<file path="src/rtl/reg_file_pkg.sv">
// rtl/reg_file_pkg.sv - register file request/response types and sizing constants
package reg_file_pkg;

    localparam int XLEN  = 32;
    localparam int NREGS = 32;
    localparam int AW    = $clog2(NREGS);

    typedef struct packed {
        logic          en;
        logic [AW-1:0] addr;
    } rf_read_req_t;

    typedef struct packed {
        logic [XLEN-1:0] value;
        logic            busy;
    } rf_read_rsp_t;

    typedef struct packed {
        logic            en;
        logic [AW-1:0]   addr;
        logic [XLEN-1:0] value;
    } rf_write_req_t;

    typedef struct packed {
        logic          en;
        logic [AW-1:0] addr;
    } rf_rsv_req_t;

endpackage

</file>
<file path="src/rtl/reg_file_if.sv">
// rtl/reg_file_if.sv - read, writeback and reserve bundle between pipeline stages and the register file
interface reg_file_if;
    import reg_file_pkg::*;

    rf_read_req_t  rs1_rf_read_req;
    rf_read_req_t  rs2_rf_read_req;
    rf_read_rsp_t  rs1_rf_read_rsp;
    rf_read_rsp_t  rs2_rf_read_rsp;
    rf_write_req_t rf_write_req;
    rf_rsv_req_t   rf_rsv_req;

    modport master (
        output rs1_rf_read_req, rs2_rf_read_req, rf_write_req, rf_rsv_req,
        input  rs1_rf_read_rsp, rs2_rf_read_rsp
    );

    modport slave (
        input  rs1_rf_read_req, rs2_rf_read_req, rf_write_req, rf_rsv_req,
        output rs1_rf_read_rsp, rs2_rf_read_rsp
    );

endinterface

</file>
<file path="src/rtl/rf_scoreboard.sv">
// rtl/rf_scoreboard.sv - per-register busy bits, cleared by writeback and set by reserve
module rf_scoreboard
    import reg_file_pkg::*;
(
    input  logic             clk,
    input  logic             rst,
    input  logic             clr_en,
    input  logic [AW-1:0]    clr_addr,
    input  logic             set_en,
    input  logic [AW-1:0]    set_addr,
    output logic [NREGS-1:1] busy
);

    // Set is applied after clear so a same-cycle reserve from a newer producer wins.
    always_ff @(posedge clk) begin
        if (rst) begin
            busy <= '0;
        end else begin
            if (clr_en && clr_addr != '0) busy[clr_addr] <= 1'b0;
            if (set_en && set_addr != '0) busy[set_addr] <= 1'b1;
        end
    end

endmodule

</file>
<file path="src/rtl/reg_file.sv">
// rtl/reg_file.sv - integer register file with busy scoreboard; REG_FILE_BYPASS_EN forwards same-cycle writeback
module reg_file
    import reg_file_pkg::*;
(
    input  logic       clk,
    input  logic       rst,
    reg_file_if.slave  rf
);

    logic [XLEN-1:0]  regs [1:NREGS-1];
    logic [NREGS-1:1] sb;

    always_ff @(posedge clk) begin
        if (rst) begin
            for (int i = 1; i < NREGS; i++) regs[i] <= '0;
        end else if (rf.rf_write_req.en && rf.rf_write_req.addr != '0) begin
            regs[rf.rf_write_req.addr] <= rf.rf_write_req.value;
        end
    end

    rf_scoreboard u_sb (
        .clk      (clk),
        .rst      (rst),
        .clr_en   (rf.rf_write_req.en),
        .clr_addr (rf.rf_write_req.addr),
        .set_en   (rf.rf_rsv_req.en),
        .set_addr (rf.rf_rsv_req.addr),
        .busy     (sb)
    );

    function automatic rf_read_rsp_t read_port(rf_read_req_t req);
        rf_read_rsp_t rsp;
        rsp = '0;
        if (req.en && req.addr != '0) begin
            rsp.value = regs[req.addr];
            rsp.busy  = sb[req.addr];
`ifdef REG_FILE_BYPASS_EN
            // Busy mirrors what the scoreboard will hold after this edge.
            if (rf.rf_write_req.en && rf.rf_write_req.addr == req.addr) begin
                rsp.value = rf.rf_write_req.value;
                rsp.busy  = rf.rf_rsv_req.en && rf.rf_rsv_req.addr == req.addr;
            end
`endif
        end
        return rsp;
    endfunction

    always_comb begin
        rf.rs1_rf_read_rsp = read_port(rf.rs1_rf_read_req);
        rf.rs2_rf_read_rsp = read_port(rf.rs2_rf_read_req);
    end

endmodule
</file>
<file path="src/flat_wrapper.sv">
// flat-port wrapper written by rule: the top's interface ports become plain ports
module reg_file_flat import reg_file_pkg::*;
  (clk, rst, rf_rs1_rf_read_req, rf_rs2_rf_read_req, rf_rf_write_req, rf_rf_rsv_req, rf_rs1_rf_read_rsp, rf_rs2_rf_read_rsp);
  reg_file_if rf_i ();
  input  logic clk;
  input  logic rst;
  input wire logic [$bits(rf_i.rs1_rf_read_req)-1:0] rf_rs1_rf_read_req;
  input wire logic [$bits(rf_i.rs2_rf_read_req)-1:0] rf_rs2_rf_read_req;
  input wire logic [$bits(rf_i.rf_write_req)-1:0] rf_rf_write_req;
  input wire logic [$bits(rf_i.rf_rsv_req)-1:0] rf_rf_rsv_req;
  output wire logic [$bits(rf_i.rs1_rf_read_rsp)-1:0] rf_rs1_rf_read_rsp;
  output wire logic [$bits(rf_i.rs2_rf_read_rsp)-1:0] rf_rs2_rf_read_rsp;
  assign rf_i.rs1_rf_read_req = rf_rs1_rf_read_req;
  assign rf_i.rs2_rf_read_req = rf_rs2_rf_read_req;
  assign rf_i.rf_write_req = rf_rf_write_req;
  assign rf_i.rf_rsv_req = rf_rf_rsv_req;
  assign rf_rs1_rf_read_rsp = rf_i.rs1_rf_read_rsp;
  assign rf_rs2_rf_read_rsp = rf_i.rs2_rf_read_rsp;
  reg_file u_core (.clk(clk), .rst(rst), .rf(rf_i));
endmodule
</file>
<file path="config.mk">
export PLATFORM = sky130hd
export DESIGN_NAME = reg_file_flat
export DESIGN_NICKNAME = d
export VERILOG_FILES = /design/src/rtl/reg_file_pkg.sv /design/src/rtl/reg_file_if.sv /design/src/rtl/rf_scoreboard.sv /design/src/rtl/reg_file.sv /design/src/flat_wrapper.sv
export SDC_FILE = /design/constraint.sdc
export NUM_CORES = 2
export LEC_CHECK = 0
export CORE_ASPECT_RATIO = 0.5
export CORE_MARGIN = 2
export CORE_UTILIZATION = 39
export DETAILED_ROUTE_END_ITERATION = 8
export PLACE_DENSITY = 0.63
export SYNTH_ARGS = -nofsm -noshare
export SYNTH_HDL_FRONTEND = slang
export SYNTH_SLANG_ARGS = --single-unit
</file>
<file path="constraint.sdc">
create_clock -name clk -period 11.5 [get_ports clk]
set_clock_uncertainty 0.05 [all_clocks]
set_input_delay 2.3 -clock clk [delete_from_list [all_inputs] [get_ports clk]]
set_output_delay 2.3 -clock clk [all_outputs]
set_load 0.03 [all_outputs]
</file>
---- Yosys cells after proc, flatten, opt, wreduce, memory -nomap -nowiden ----
Memory sizes are Yosys's and may differ from the RTL's.
Index checks and enable logic that the tools add are counted.
word-level totals
  input port bits ......................... 58
  register bits ........................... 31
  bits in writable memories ............... 992
  memories ................................ 1
  logic and storage cells ................. 43
memories
  name         words  width  rd ports  clocked after Yosys merged registers in  wr ports  line            source
  u_core.regs  31     32     2         0                                        31        reg_file.sv:10  logic [XLEN-1:0] regs [1:NREGS-1];
operators by class
  muxes and demuxes ....................... 21
  reduce and logical (&&, ||, !) cells .... 11
  bitwise logic cells ..................... 3
  order comparisons ....................... 6
operators by type and width
  operator                                                    number
  two-way mux 31 bit                                          3
  two-way mux 33 bit                                          2
  two-way mux 32 bit                                          1
  OR reduction 32 bit                                         1
  AND 31 bit                                                  1
  inverter 31 bit                                             1
  bitwise OR 31 bit                                           1
  less-than comparator 5 x 6 -> 1 bit, second input constant  4
  nonzero test 5 bit                                          4
  binary-select mux 1 bit (select 5 bit)                      2
  demux 1 bit (select 5 bit)                                  2
  >= comparator 5 x 1 -> 1 bit, second input constant         2
  two-way mux 1 bit                                           10
  logical AND 1 bit                                           6
  two-way mux 5 bit                                           1

---- Logic depth before layout (Yosys ltp) ----
  word-level depth ........................ 10
  mapped depth ............................ 8

---- Hierarchy ----
Synthesis repeated with hierarchy kept, for this count alone.
unflattened totals
  cell total of the unflattened synthesis .. 3757
  area, all modules ....................... 56391.6 um2
by module, submodules not included
  module         instances  area an instance (um2)  cells each
  reg_file       1          55025.3                 3594
  rf_scoreboard  1          1366.3                  163

---- Worst setup path before layout ----
Ideal clock, no wire load.
  path type ............................... input to output
  start point ............................. in rf_rs1_rf_read_req[2]
  end point ............................... out rf_rs1_rf_read_rsp[10]
  stages on the path ...................... 7
  arrival ................................. 4223 ps
  required time ........................... 9150 ps
  slack ................................... 4927 ps
  path through ............................ buf_4 > or3b_2 > buf_2 > buf_2 > o221ai_1 > a21oi_1 > a211oi_1
between the ends
  cells in the longest elaborated chain, start to end .. 3
  elaborated cells on any way between the ends .. 4
  those cells by class .................... mux (1); reduce/logical (2); memory (1)
ends and longest elaborated chain
  element                                                                            line                source
  from (decl)                                                                        flat_wrapper.sv:7   input wire logic [$bits(rf_i.rs1_rf_read_req)-1:0] rf_rs1_rf_read_req;
  parallel branches: the longest is 2 deep, another holds memory read (31 x 32 bit)  --
  two-way mux 33 bit *                                                               reg_file.sv:34      if (req.en && req.addr != '0) begin
  to (decl)                                                                          flat_wrapper.sv:11  output wire logic [$bits(rf_i.rs1_rf_read_rsp)-1:0] rf_rs1_rf_read_rsp;
Every way passes the cells marked *.

---- Final worst setup path ----
  start point ............................. in rf_rs2_rf_read_req[3]
  end point ............................... out rf_rs2_rf_read_rsp[32]
between the ends
  cells in the longest elaborated chain, start to end .. 3
  elaborated cells on any way between the ends .. 4
  those cells by class .................... mux (1); reduce/logical (2); memory (1)
ends and longest elaborated chain
  element                                                                            line                source
  from (decl)                                                                        flat_wrapper.sv:8   input wire logic [$bits(rf_i.rs2_rf_read_req)-1:0] rf_rs2_rf_read_req;
  parallel branches: the longest is 2 deep, another holds memory read (31 x 32 bit)  --
  two-way mux 33 bit *                                                               reg_file.sv:34
  to (decl)                                                                          flat_wrapper.sv:12  output wire logic [$bits(rf_i.rs2_rf_read_rsp)-1:0] rf_rs2_rf_read_rsp;
Marked as above.

==> summary.txt <==
Outcome
  – Status: finished with violations
  – Failing checks: capacitance limit, slew limit

Power and ir drop
  – Worst vdd ir: 0.118 mV
  – Leak pwr: 0.0213 uW
  – Pwr/cell area: 146 nW/um2

Global route
  – First-pass GRT wire length: 277 mm
  – GR Overflow Total: 0
  – Vias in the first global route: 36200
  – Antenna violations before repair: 18
  – Largest net degree at the start of global routing: 92
  – All-Layer GR Usage: 26.4%

Timing
  – Unrepaired setup endpoints after global routing: false
  – Slew @ Worst Pin: 1.54 ns
  – Tcrit/Tclk final: 77.1%
  – Setup violations, final: 0
  – Final Critical Period: 8.87 ns
  – Total negative slack: 0 ns
  – Fmax: 113 MHz
  – Hold slack: 0.448 ns
  – Hold Fails Final Rpt: 0
  – Slew Limit Fails: 21
  – Slew headroom: -3.00%

Worst setup path
  – CP Data Arrival Time: 6.52 ns
  – WS Path Type: in2out
  – R2R depth: 2
  – Crit path from: rf_rs2_rf_read_req[3]
  – FF-to-FF Start: u_core.u_sb.busy[1]$_SDFF_PP0_
  – Startpoint Class: primary input
  – Crit. End Element: output port
  – Critical-path maximum fanout: 27
  – WP data required: 9.15 ns

CTS
  – Skew-Pair Late Insertion Delay: 0.70 ns
  – Post CTS Setup Buffer Count: 0
  – Clock sink total: 1055
  – Root Buffer Master: clkbuf_16
  – Cts hold-fix bufs: 0
  – H-tree depth: 3
  – Num CTS Buffers: 103
  – Clock Pin Slew Worst Setup and Hold Paths: 0.07 ns
  – Clk buf depth: 3
  – Number of gates resized after CTS: 0
  – CTS tree: yes

Synthesis
  – Seq/Total Area, Yosys: 55.6%
  – Synth cell types: 51
  – Post-synth top cells: 1024 x edfxtp_1, 995 x and2_1, 427 x mux4_2, 258 x clkbuf_1, 223 x mux2i_1
  – Top post-synthesis cells by area: edfxtp_1 55%, mux4_2 17%, and2_1 11%
  – Gate count of the mapped netlist: 3790
  – Synth warnings: 0
  – Syn Std Cell Area: 56400 um2
  – Main synth FF type: edfxtp_1
  – Ys async rst share: 0%
  – Mean Syn Cell Area: 14.9 um2
  – Yosys top cell by area: edfxtp_1
  – Number of synthesized flops with an enable pin: 1024
  – FF+latch count, synth: 1055
  – Most numerous cell in the Yosys netlist: edfxtp_1
  – Yosys top cell area share: 54.5%

Die
  – Row cnt: 98
  – Die X: 542 um
  – Die height: 273 um
  – Die Area: 148000 um2
  – IO Count: 124
  – Initial core utilization: 39.4%
  – Core Area: 143000 um2

Route
  – Remaining DRCs: 0
  – TritonRoute pass-1 iters: 8
  – DRT iter0 DRCs: 5725
  – Vias post-DR: 36900
  – WL/cell: 34.6 um
  – Vias per cell: 6.42
  – Routed Antenna Nets: 0
  – Total Wirelength: 199 mm

Final layout
  – Final net count: 3812
  – Cell area after layout: 62800 um2
  – Fin cells: 5744
  – Filler cells: 12500
  – Layout cells sized above 1: 23.6%
  – Util after Layout: 43.9%
  – P&R area growth vs syn: 11.4%

Place
  – Dpl cells: 5547
  – Port bufs: 123
  – HPWL after DPL: 115 mm
  – Dpl cell area: 59600 um2
  – Placer Congestion: 0.944

Run
  – # Max-Cap Violations: 1

Min path
  – Min-delay src: u_core.u_sb.busy[2]$_SDFF_PP0_
  – Hold path depth: 2
  – Min-Delay Path Class: reg2reg
## per-stage QoR
| stage | power, uW | setup slack, ns |
|---|---|---|
| after floorplan | 5320 | 4.93 |
| after global placement | 5810 | 2.68 |
| after detailed placement | 5830 | 2.71 |
| after CTS | 9150 | 2.69 |
| after global routing | 9390 | 2.56 |
| final | 9180 | 2.63 |
## registers in the layout, summed over array words and instances, names as in the netlist
name              flops
u_core.u_sb.busy     31
u_core.regs        1024
## kinds of logic after synthesis
group / synth area share (%)
AOI/OAI and AO/OA: 5.50
buffers and inverters: 3.44
DFF: 55.6
muxes: 23.1
other: 0.00665
and+or+nand+nor: 12.3
## routing by layer
layer / vias to the layer above / track usage, % / share of wire, %
met2: 2703 / 39.6 / 44
met4: 2 / 10.9 / 4.3
met5: - / 0 / 0.0065
li1: 14600 / - / -
met1: 19100 / 35.3 / 38
met3: 495 / 8.94 / 14
## area by class of cell
cell class	instances	area (um2)	area share, %
sequential	1055	31400	49.9
inverter	35	131	0.209
clock inverter	55	527	0.838
antenna	11	27.5	0.0438
clock buffer	129	2710	4.31
timing repair buffer	232	2140	3.41
tap	1900	2380	3.78
multi-input combinational	2327	23600	37.5
## cells in the final DEF (no fill, tap or decap), types with 4 or more instances in the layout
cell and count:
mux4_2 427, or3b_2 4, nand3_1 6, diode_2 11
o21ai_4 16, nor2_2 25, a221oi_1 87, a221oi_2 31
nand2_1 62, clkdlybuf4s50_1 114, and3_1 8, buf_4 103
o21ai_0 43, and2_1 994, inv_6 4, o22ai_1 16
inv_1 33, a21o_2 8, buf_8 6, a211oi_1 32
clkbuf_16 104, a32o_1 4, edfxtp_1 1024, nand2_2 8
mux2i_1 223, bufinv_16 10, clkbuf_1 24, buf_12 5
nor2b_1 4, o221a_2 13, conb_1 32, o221ai_1 65
dfxtp_1 31, nor2_1 7, mux2_2 107, a21oi_1 65
clkinv_2 14, clkinv_1 25
## critical path, stage by stage
cell	delay (ns)
buf_2	0.39
buf_4	0.50
and2_1	1.25
a221oi_1	0.60
a21oi_1	0.66
clkdlybuf4s50_1	0.79
## path summary, 6_finish.rpt
check	endpoint	slack [ns]
max reg2reg	u_core.u_sb.busy[1]$_SDFF_PP0_	10.70
max	rf_rs2_rf_read_rsp[32]	2.63
min reg2reg	u_core.u_sb.busy[2]$_SDFF_PP0_	0.45
min	u_core.u_sb.busy[2]$_SDFF_PP0_	0.45
## power by group
part	switching, uW	internal, uW
Sequential	115	4430
Clock	1510	1880
Combinational	771	479
Total	2390	6790
No activity file was read; power rests on OpenSTA's default activity.
